--- src/rtl/simon_pkg.sv ---
// Shared SIMON 64/128 constants, state encoding and word-level helpers.
// Used by both the encrypt and decrypt engines.
package simon_pkg;

    localparam int SIMON_WORD          = 32;
    localparam int SIMON_KEY_WORDS     = 4;
    localparam int SIMON_ROUNDS_64_128 = 44;

    // Z3[j] is the j-th bit of the published z3 sequence, leftmost bit first.
    localparam logic [0:61] Z3 =
        62'b11011011101011000110010111100000010010001010011100110100001111;

    typedef enum logic [2:0] {
        S_IDLE   = 3'd0,
        S_EXPAND = 3'd1,
        S_KEYRDY = 3'd2,
        S_DEC    = 3'd3,
        S_DONE   = 3'd4
    } state_t;

    typedef logic [SIMON_WORD-1:0] word_t;

    function automatic word_t rol(input word_t v, input int unsigned s);
        return (v << s) | (v >> (SIMON_WORD - s));
    endfunction

    function automatic word_t ror(input word_t v, input int unsigned s);
        return (v >> s) | (v << (SIMON_WORD - s));
    endfunction

    function automatic word_t simon_f(input word_t v);
        return (rol(v, 1) & rol(v, 8)) ^ rol(v, 2);
    endfunction

endpackage

--- src/rtl/simon_round_inv.sv ---
// One SIMON inverse round, purely combinational: (x, y, k) -> (y, x ^ f(y) ^ k).
module simon_round_inv
    import simon_pkg::*;
(
    input  logic [SIMON_WORD-1:0] i_x,
    input  logic [SIMON_WORD-1:0] i_y,
    input  logic [SIMON_WORD-1:0] i_k,
    output logic [SIMON_WORD-1:0] o_x,
    output logic [SIMON_WORD-1:0] o_y
);

    assign o_x = i_y;
    assign o_y = i_x ^ simon_f(i_y) ^ i_k;

endmodule

--- src/rtl/simon_decrypt_core.sv ---
// Iterative SIMON 64/128 decryption, one round per clock, with an on-chip key file.
// Key expansion takes 40 cycles after key_load; each block takes 45 cycles from start to out_valid.
module simon_decrypt_core
    import simon_pkg::*;
#(
    parameter int WORD_SIZE = SIMON_WORD,
    parameter int KEY_WORDS = SIMON_KEY_WORDS,
    parameter int ROUNDS    = SIMON_ROUNDS_64_128
) (
    input  logic                           i_clk,
    input  logic                           i_reset,
    input  logic [KEY_WORDS*WORD_SIZE-1:0] i_key_in,
    input  logic                           i_key_load,
    input  logic [2*WORD_SIZE-1:0]         i_data_in,
    input  logic                           i_start,
    output logic                           o_ready,
    output logic                           o_busy,
    output logic                           o_out_valid,
    output logic [2*WORD_SIZE-1:0]         o_data_out
);

    localparam logic [5:0] LAST_IDX = 6'(ROUNDS - 1);

    state_t                 r_state;
    state_t                 w_state_nxt;
    logic [5:0]             r_idx;
    logic [WORD_SIZE-1:0]   r_x;
    logic [WORD_SIZE-1:0]   r_y;
    logic [2*WORD_SIZE-1:0] r_data_out;
    logic [WORD_SIZE-1:0]   r_kfile [ROUNDS];

    logic                   w_load;
    logic                   w_accept;
    logic [WORD_SIZE-1:0]   w_km1;
    logic [WORD_SIZE-1:0]   w_km3;
    logic [WORD_SIZE-1:0]   w_km4;
    logic [WORD_SIZE-1:0]   w_t0;
    logic [WORD_SIZE-1:0]   w_tmp;
    logic [WORD_SIZE-1:0]   w_knew;
    logic [5:0]             w_zidx;
    logic [WORD_SIZE-1:0]   w_x_nxt;
    logic [WORD_SIZE-1:0]   w_y_nxt;

    // key_load wins over start; both are ignored outside IDLE/KEYRDY
    assign w_load   = i_key_load && (r_state == S_IDLE || r_state == S_KEYRDY);
    assign w_accept = i_start && !i_key_load && (r_state == S_KEYRDY);

    assign w_km1  = r_kfile[r_idx - 6'd1];
    assign w_km3  = r_kfile[r_idx - 6'd3];
    assign w_km4  = r_kfile[r_idx - 6'd4];
    assign w_zidx = r_idx - 6'd4;
    assign w_t0   = ror(w_km1, 3) ^ w_km3;
    assign w_tmp  = w_t0 ^ ror(w_t0, 1);
    assign w_knew = ~w_km4 ^ w_tmp ^ {{(WORD_SIZE-1){1'b0}}, Z3[w_zidx]} ^ WORD_SIZE'(3);

    simon_round_inv u_round (
        .i_x (r_x),
        .i_y (r_y),
        .i_k (r_kfile[r_idx]),
        .o_x (w_x_nxt),
        .o_y (w_y_nxt)
    );

    always_ff @(posedge i_clk or posedge i_reset) begin
        if (i_reset) begin
            r_state <= S_IDLE;
        end else begin
            r_state <= w_state_nxt;
        end
    end

    always_comb begin
        w_state_nxt = r_state;
        case (r_state)
            S_IDLE:   if (w_load) w_state_nxt = S_EXPAND;
            S_EXPAND: if (r_idx == LAST_IDX) w_state_nxt = S_KEYRDY;
            S_KEYRDY: begin
                if (w_load) begin
                    w_state_nxt = S_EXPAND;
                end else if (w_accept) begin
                    w_state_nxt = S_DEC;
                end
            end
            S_DEC:    if (r_idx == 6'd0) w_state_nxt = S_DONE;
            S_DONE:   w_state_nxt = S_KEYRDY;
            default:  w_state_nxt = S_IDLE;
        endcase
    end

    always_ff @(posedge i_clk or posedge i_reset) begin
        if (i_reset) begin
            r_idx      <= '0;
            r_x        <= '0;
            r_y        <= '0;
            r_data_out <= '0;
        end else begin
            if (w_load) begin
                r_idx <= 6'd4;
            end else if (w_accept) begin
                r_idx <= LAST_IDX;
                r_x   <= i_data_in[2*WORD_SIZE-1:WORD_SIZE];
                r_y   <= i_data_in[WORD_SIZE-1:0];
            end else if (r_state == S_EXPAND) begin
                r_idx <= r_idx + 6'd1;
            end else if (r_state == S_DEC) begin
                r_x <= w_x_nxt;
                r_y <= w_y_nxt;
                // Capture on the last round so data_out is already valid during DONE
                if (r_idx == 6'd0) begin
                    r_data_out <= {w_x_nxt, w_y_nxt};
                end else begin
                    r_idx <= r_idx - 6'd1;
                end
            end
        end
    end

    // Contents are meaningless until a key has been expanded, so no reset
    always_ff @(posedge i_clk) begin
        if (w_load) begin
            for (int i = 0; i < KEY_WORDS; i++) begin
                r_kfile[i] <= i_key_in[i*WORD_SIZE +: WORD_SIZE];
            end
        end else if (r_state == S_EXPAND) begin
            r_kfile[r_idx] <= w_knew;
        end
    end

    assign o_ready     = (r_state == S_KEYRDY);
    assign o_busy      = (r_state == S_EXPAND) || (r_state == S_DEC) || (r_state == S_DONE);
    assign o_out_valid = (r_state == S_DONE);
    assign o_data_out  = r_data_out;

endmodule

--- config.mk ---
export PLATFORM = sky130hd
export DESIGN_NAME = simon_decrypt_core
export DESIGN_NICKNAME = d
export VERILOG_FILES = /design/src/rtl/simon_pkg.sv /design/src/rtl/simon_round_inv.sv /design/src/rtl/simon_decrypt_core.sv
export SDC_FILE = /design/constraint.sdc
export NUM_CORES = 2
export LEC_CHECK = 0
export ABC_CLOCK_PERIOD_IN_PS = 8300
export CAP_MARGIN = 20
export CORE_MARGIN = 2
export CORE_UTILIZATION = 63
export CTS_CLUSTER_DIAMETER = 80
export CTS_CLUSTER_SIZE = 40
export DETAILED_ROUTE_END_ITERATION = 8
export PLACE_DENSITY = 0.81
export REMOVE_ABC_BUFFERS = 1
export SLEW_MARGIN = 20
export SYNTH_ARGS = -nofsm -noshare
export SYNTH_HDL_FRONTEND = slang
export SYNTH_SLANG_ARGS = --single-unit
--- constraint.sdc ---
create_clock -name i_clk -period 8.3 [get_ports i_clk]
set_input_delay 1.245 -clock i_clk [delete_from_list [all_inputs] [get_ports i_clk]]
set_output_delay 1.245 -clock i_clk [all_outputs]
set_load 0.05 [all_outputs]
==> results by stage <==
CTS:
- The clock insertion delay at the later pin of the skew report is 0.80 ns.
- After clock tree synthesis, the clock-pin slew on the worst setup and hold paths is 0.11 ns.
- For this design, the sink count on the clock tree is 1545.
- The buffer levels on the longest clock path is 3.
- The count of H-tree levels built during CTS is 3.
- The setup fix buffers added after clock tree synthesis is 0.
- The clock tree from TritonCTS is yes.
- The hold-fix buffer count after cts is 0.
- Once the clock tree was built, the resizer swapped 0 gates to a different size.
- The master cell of the clock root buffer is clkbuf_16.
- The CTS buffer count is 79.

Placement:
- After legalization and detailed placement, the total HPWL measured 190800 µm.
- The cell area after placement is 94140 µm².
- The cell total after placement is 7307.
- The number of port buffers is 262.
- The routability congestion estimate is 0.9998.

Yosys:
- In the synthesized netlist, the cells that appear most often are 1408 x edfxtp_1, 1188 x mux4_2, 683 x nand2_1.
- The most numerous cell in the Yosys netlist is edfxtp_1.
- The average instance area after synthesis is 16.48 µm².
- Counting distinct cell types in the post-synthesis netlist gives 78.
- Summed over all instances, the cell type with the most area after synthesis is edfxtp_1.
- Of the synthesized area, sequential elements account for 51.14%.
- For this run, the number of Yosys warnings is 0.
- The top cell type's share of synthesized area is 47.30%.
- In this run the cell area of the synthesized design comes to 89380 µm².
- In the synthesized netlist the dominant register cell turns out to be edfxtp_1.
- The number of synthesized register bits is 1545.
- The count of flip-flops with a built-in enable after synthesis is 1408.
- By area the synthesized netlist is led by edfxtp_1 47%, mux4_2 30%, dfrtp_1 3.8%, nand2_1 2.9%, mux2i_1 2.6%.
- The async set or reset register ratio after synthesis is 8.867%.
- The cell count after synthesis is 5423.

Route:
- Dividing the detail-routed wire length by the instance count gives 42.13 µm.
- The count of antenna-violating nets left after detailed routing is 0.
- The detailed router placed 62784 vias in this run.
- The starting DRC count in detailed routing is 12774.
- The number of iterations in the first detailed-routing pass is 9.
- The detailed-route vias per instance is 8.399.
- The final wirelength is 314900 µm.
- The count of unresolved DRC violations after routing is 11.

Status:
- The flow ran to the end, but the final reports show violations.
- The final reports fail on design-rule violations.

Worst setup path:
- The element type at the critical path start is a register.
- For the worst setup path, the data arrival time is 7.54 ns.
- Of all nets on the critical path, the largest fanout is 47.
- Walking the worst path, the cells encountered are inv_1 -> ha_1 -> a21boi_0 -> a211oi_4 -> buf_4 -> nand3_1 -> a41oi_1 -> xor2_1 -> xor3_1 -> clkinv_1.
- The class of the most critical setup path is register to register.
- The number of buffer and inverter instances along the worst setup path is 3.
- The critical path's top delay family is compound AO/OA/AOI/OAI gates.
- STA puts the critical path data required time at 8.46 ns.
- The endpoint kind of the worst setup timing path is a register.
- The largest single stage delay on the critical path is 0.93 ns.
- The slowest stage of the critical path is the a211oi_4 cell.
- The slack of the worst reg-to-reg path is 0.91 ns.

Power:
- The maximum ir drop on the vdd rail is 0.0001419 V.
- The reported leakage power is 0.03059 µW.
- The power density over cell area is 141.0 nW/µm².

Cells and area:
- The core utilization of the finished layout is 69.03%.
- After the last flow step, the layout net total stands at 5708.
- Of the cells placed in the final design, the portion with a size suffix greater than 1 is 32.35%.
- The post-route cell area is 97500 µm².
- The finished layout holds 7475 standard cells, fillers aside.
- Compared with the post-synthesis result, the final layout area differs by 9.082%.

Floorplan:
- The total die area is 144900 µm².
- The core region area is 141200 µm².
- The die is 380.7 µm tall.
- During I/O placement, the number of pins put on the boundary was 263.
- The row count is 138.
- The horizontal die dimension is 380.7 µm.
- The initial utilization of the core area, before any placement, comes to 63.28%.

Timing:
- The worst clock skew on the final layout is 0.07787 ns.
- Setup repair after global routing left no endpoint under its margin.
- In this run the tightest slew margin relative to its limit is 5.523%.
- The total negative slack is 0 ns.
- The number of failing setup endpoints in the final timing report is 0.
- Subtracting the final worst setup slack from the clock period gives 7.388 ns.
- The fmax is 0.1354 GHz.
- After layout, the worst path uses 89.01% of the clock period.
- The final count of hold timing violations is 0.
- The slew at the pin closest to its max-slew limit is 1.417 ns.
- The number of pins exceeding their max-slew limit in the final report came to 0.

Global routing:
- The via count of the first global-routing pass was 59443.
- The global-route congestion overflow total is 0.
- The total global-route track usage is 43.27%.
- The pin count of the biggest net entering global routing is 132.
- The number of antenna violations at the first check in global routing is 16.
- The wire length of the first global-routing pass is 439900 µm.

Min path:
- The worst hold path belongs to the class register to register.

Run:
- The tool flagged a number of max-cap violations equal to 0.
-- final timing paths --
kind | startpoint | to | depth (start not counted)
setup / recovery | r_idx[1]$_DFFE_PP0P_ | r_kfile[20][21]$_DFFE_PP_ | 10
hold / removal | o_data_out[32]$_DFFE_PP0P_ | o_data_out[32]$_DFFE_PP0P_ | 2
setup reg to reg | r_idx[1]$_DFFE_PP0P_ | r_kfile[20][21]$_DFFE_PP_ | 10
hold reg to reg | o_data_out[32]$_DFFE_PP0P_ | o_data_out[32]$_DFFE_PP0P_ | 2
max in group asynchronous | i_reset | o_data_out[9]$_DFFE_PP0P_ | 3
min in group asynchronous | i_reset | o_data_out[16]$_DFFE_PP0P_ | 2
-- final cells by class --
class	instances	area, µm²
inverter	22	96.34
clock inverter	65	1157
antenna	17	42.54
fill	8744	43740
sequential	1545	45730
tap	1890	2365
multi-input combinational	3383	41570
timing repair buffer	470	4494
clock buffer	83	2044
-- cell usage in the layout, fill, tap and decap left out, types with 41 or more instances in the layout --
master / synthesis / routed
nand2_1: 683 / 676
xnor2_1: 116 / 105
nor2_1: 243 / 197
nor2_4: 0 / 46
clkbuf_16: 0 / 81
edfxtp_1: 1408 / 1408
dfrtp_1: 137 / 131
mux2_2: 134 / 134
buf_4: 103 / 183
nand3_1: 58 / 57
a31oi_1: 78 / 78
a21oi_1: 112 / 112
mux4_2: 1188 / 1188
o21ai_0: 135 / 131
a311oi_1: 42 / 41
mux2i_1: 229 / 229
a221oi_1: 44 / 44
clkdlybuf4s50_1: 0 / 262
-- flip-flops by register name (all words and copies together), names as in the netlist --
name / count
r_idx: 6
o_data_out: 64
r_x: 32
r_kfile: 1408
r_state: 3
r_y: 32
-- worst min-delay path, delay by kind of cell (launching register included) --
family | cells | cell delay (ns)
AND/OR/NAND/NOR | 2 | 0.10
flip-flops | 1 | 0.36
-- routing by layer --
| metal | vias to the layer above | wire [µm] | global-route usage [%] |
|---|---|---|---|
| li1 | 22677 | - | - |
| met1 | 31041 | 92280 | 53.45 |
| met2 | 7327 | 131400 | 59.24 |
| met3 | 1713 | 62640 | 22.13 |
| met4 | 26 | 27920 | 29.69 |
| met5 | - | 717 | 2.579 |
-- where the power goes --
| part | leakage (µW) | internal, µW | switching, µW |
|---|---|---|---|
| Clock | 0.00151 | 2110 | 3110 |
| Combinational | 0.0147 | 100 | 55.7 |
| Sequential | 0.0144 | 8370 | 0 |
-- kinds of logic (layout without fill, tap and decap cells) --
group                      Yosys count  after routing  share of synthesized area, %
muxes                             1551           1551                         34.19
xor gates and xnor gates           186            186                         2.374
DFF                               1545           1545                         51.14
buffers and inverters              495            640                         3.087
AOI/OAI and AO/OA                  577            577                         4.303
adders and majority gates           11             11                        0.1540
and+or+nand+nor                   1058           1058                         4.754
other                                0             17                             0
-- stage by stage --
stage / power, µW / hold slack (ns) / worst slack (ns)
after floorplan: 8577 / 0.4856 / -59.45
after global placement: 8694 / 0.4568 / 1.970
after detailed placement: 8694 / 0.4651 / 1.881
after CTS: 13710 / 0.4929 / 1.830
after global routing: 13960 / 0.5032 / 1.141
final: 13750 / 0.4879 / 0.9122
Power figures use the tool's default switching activity.
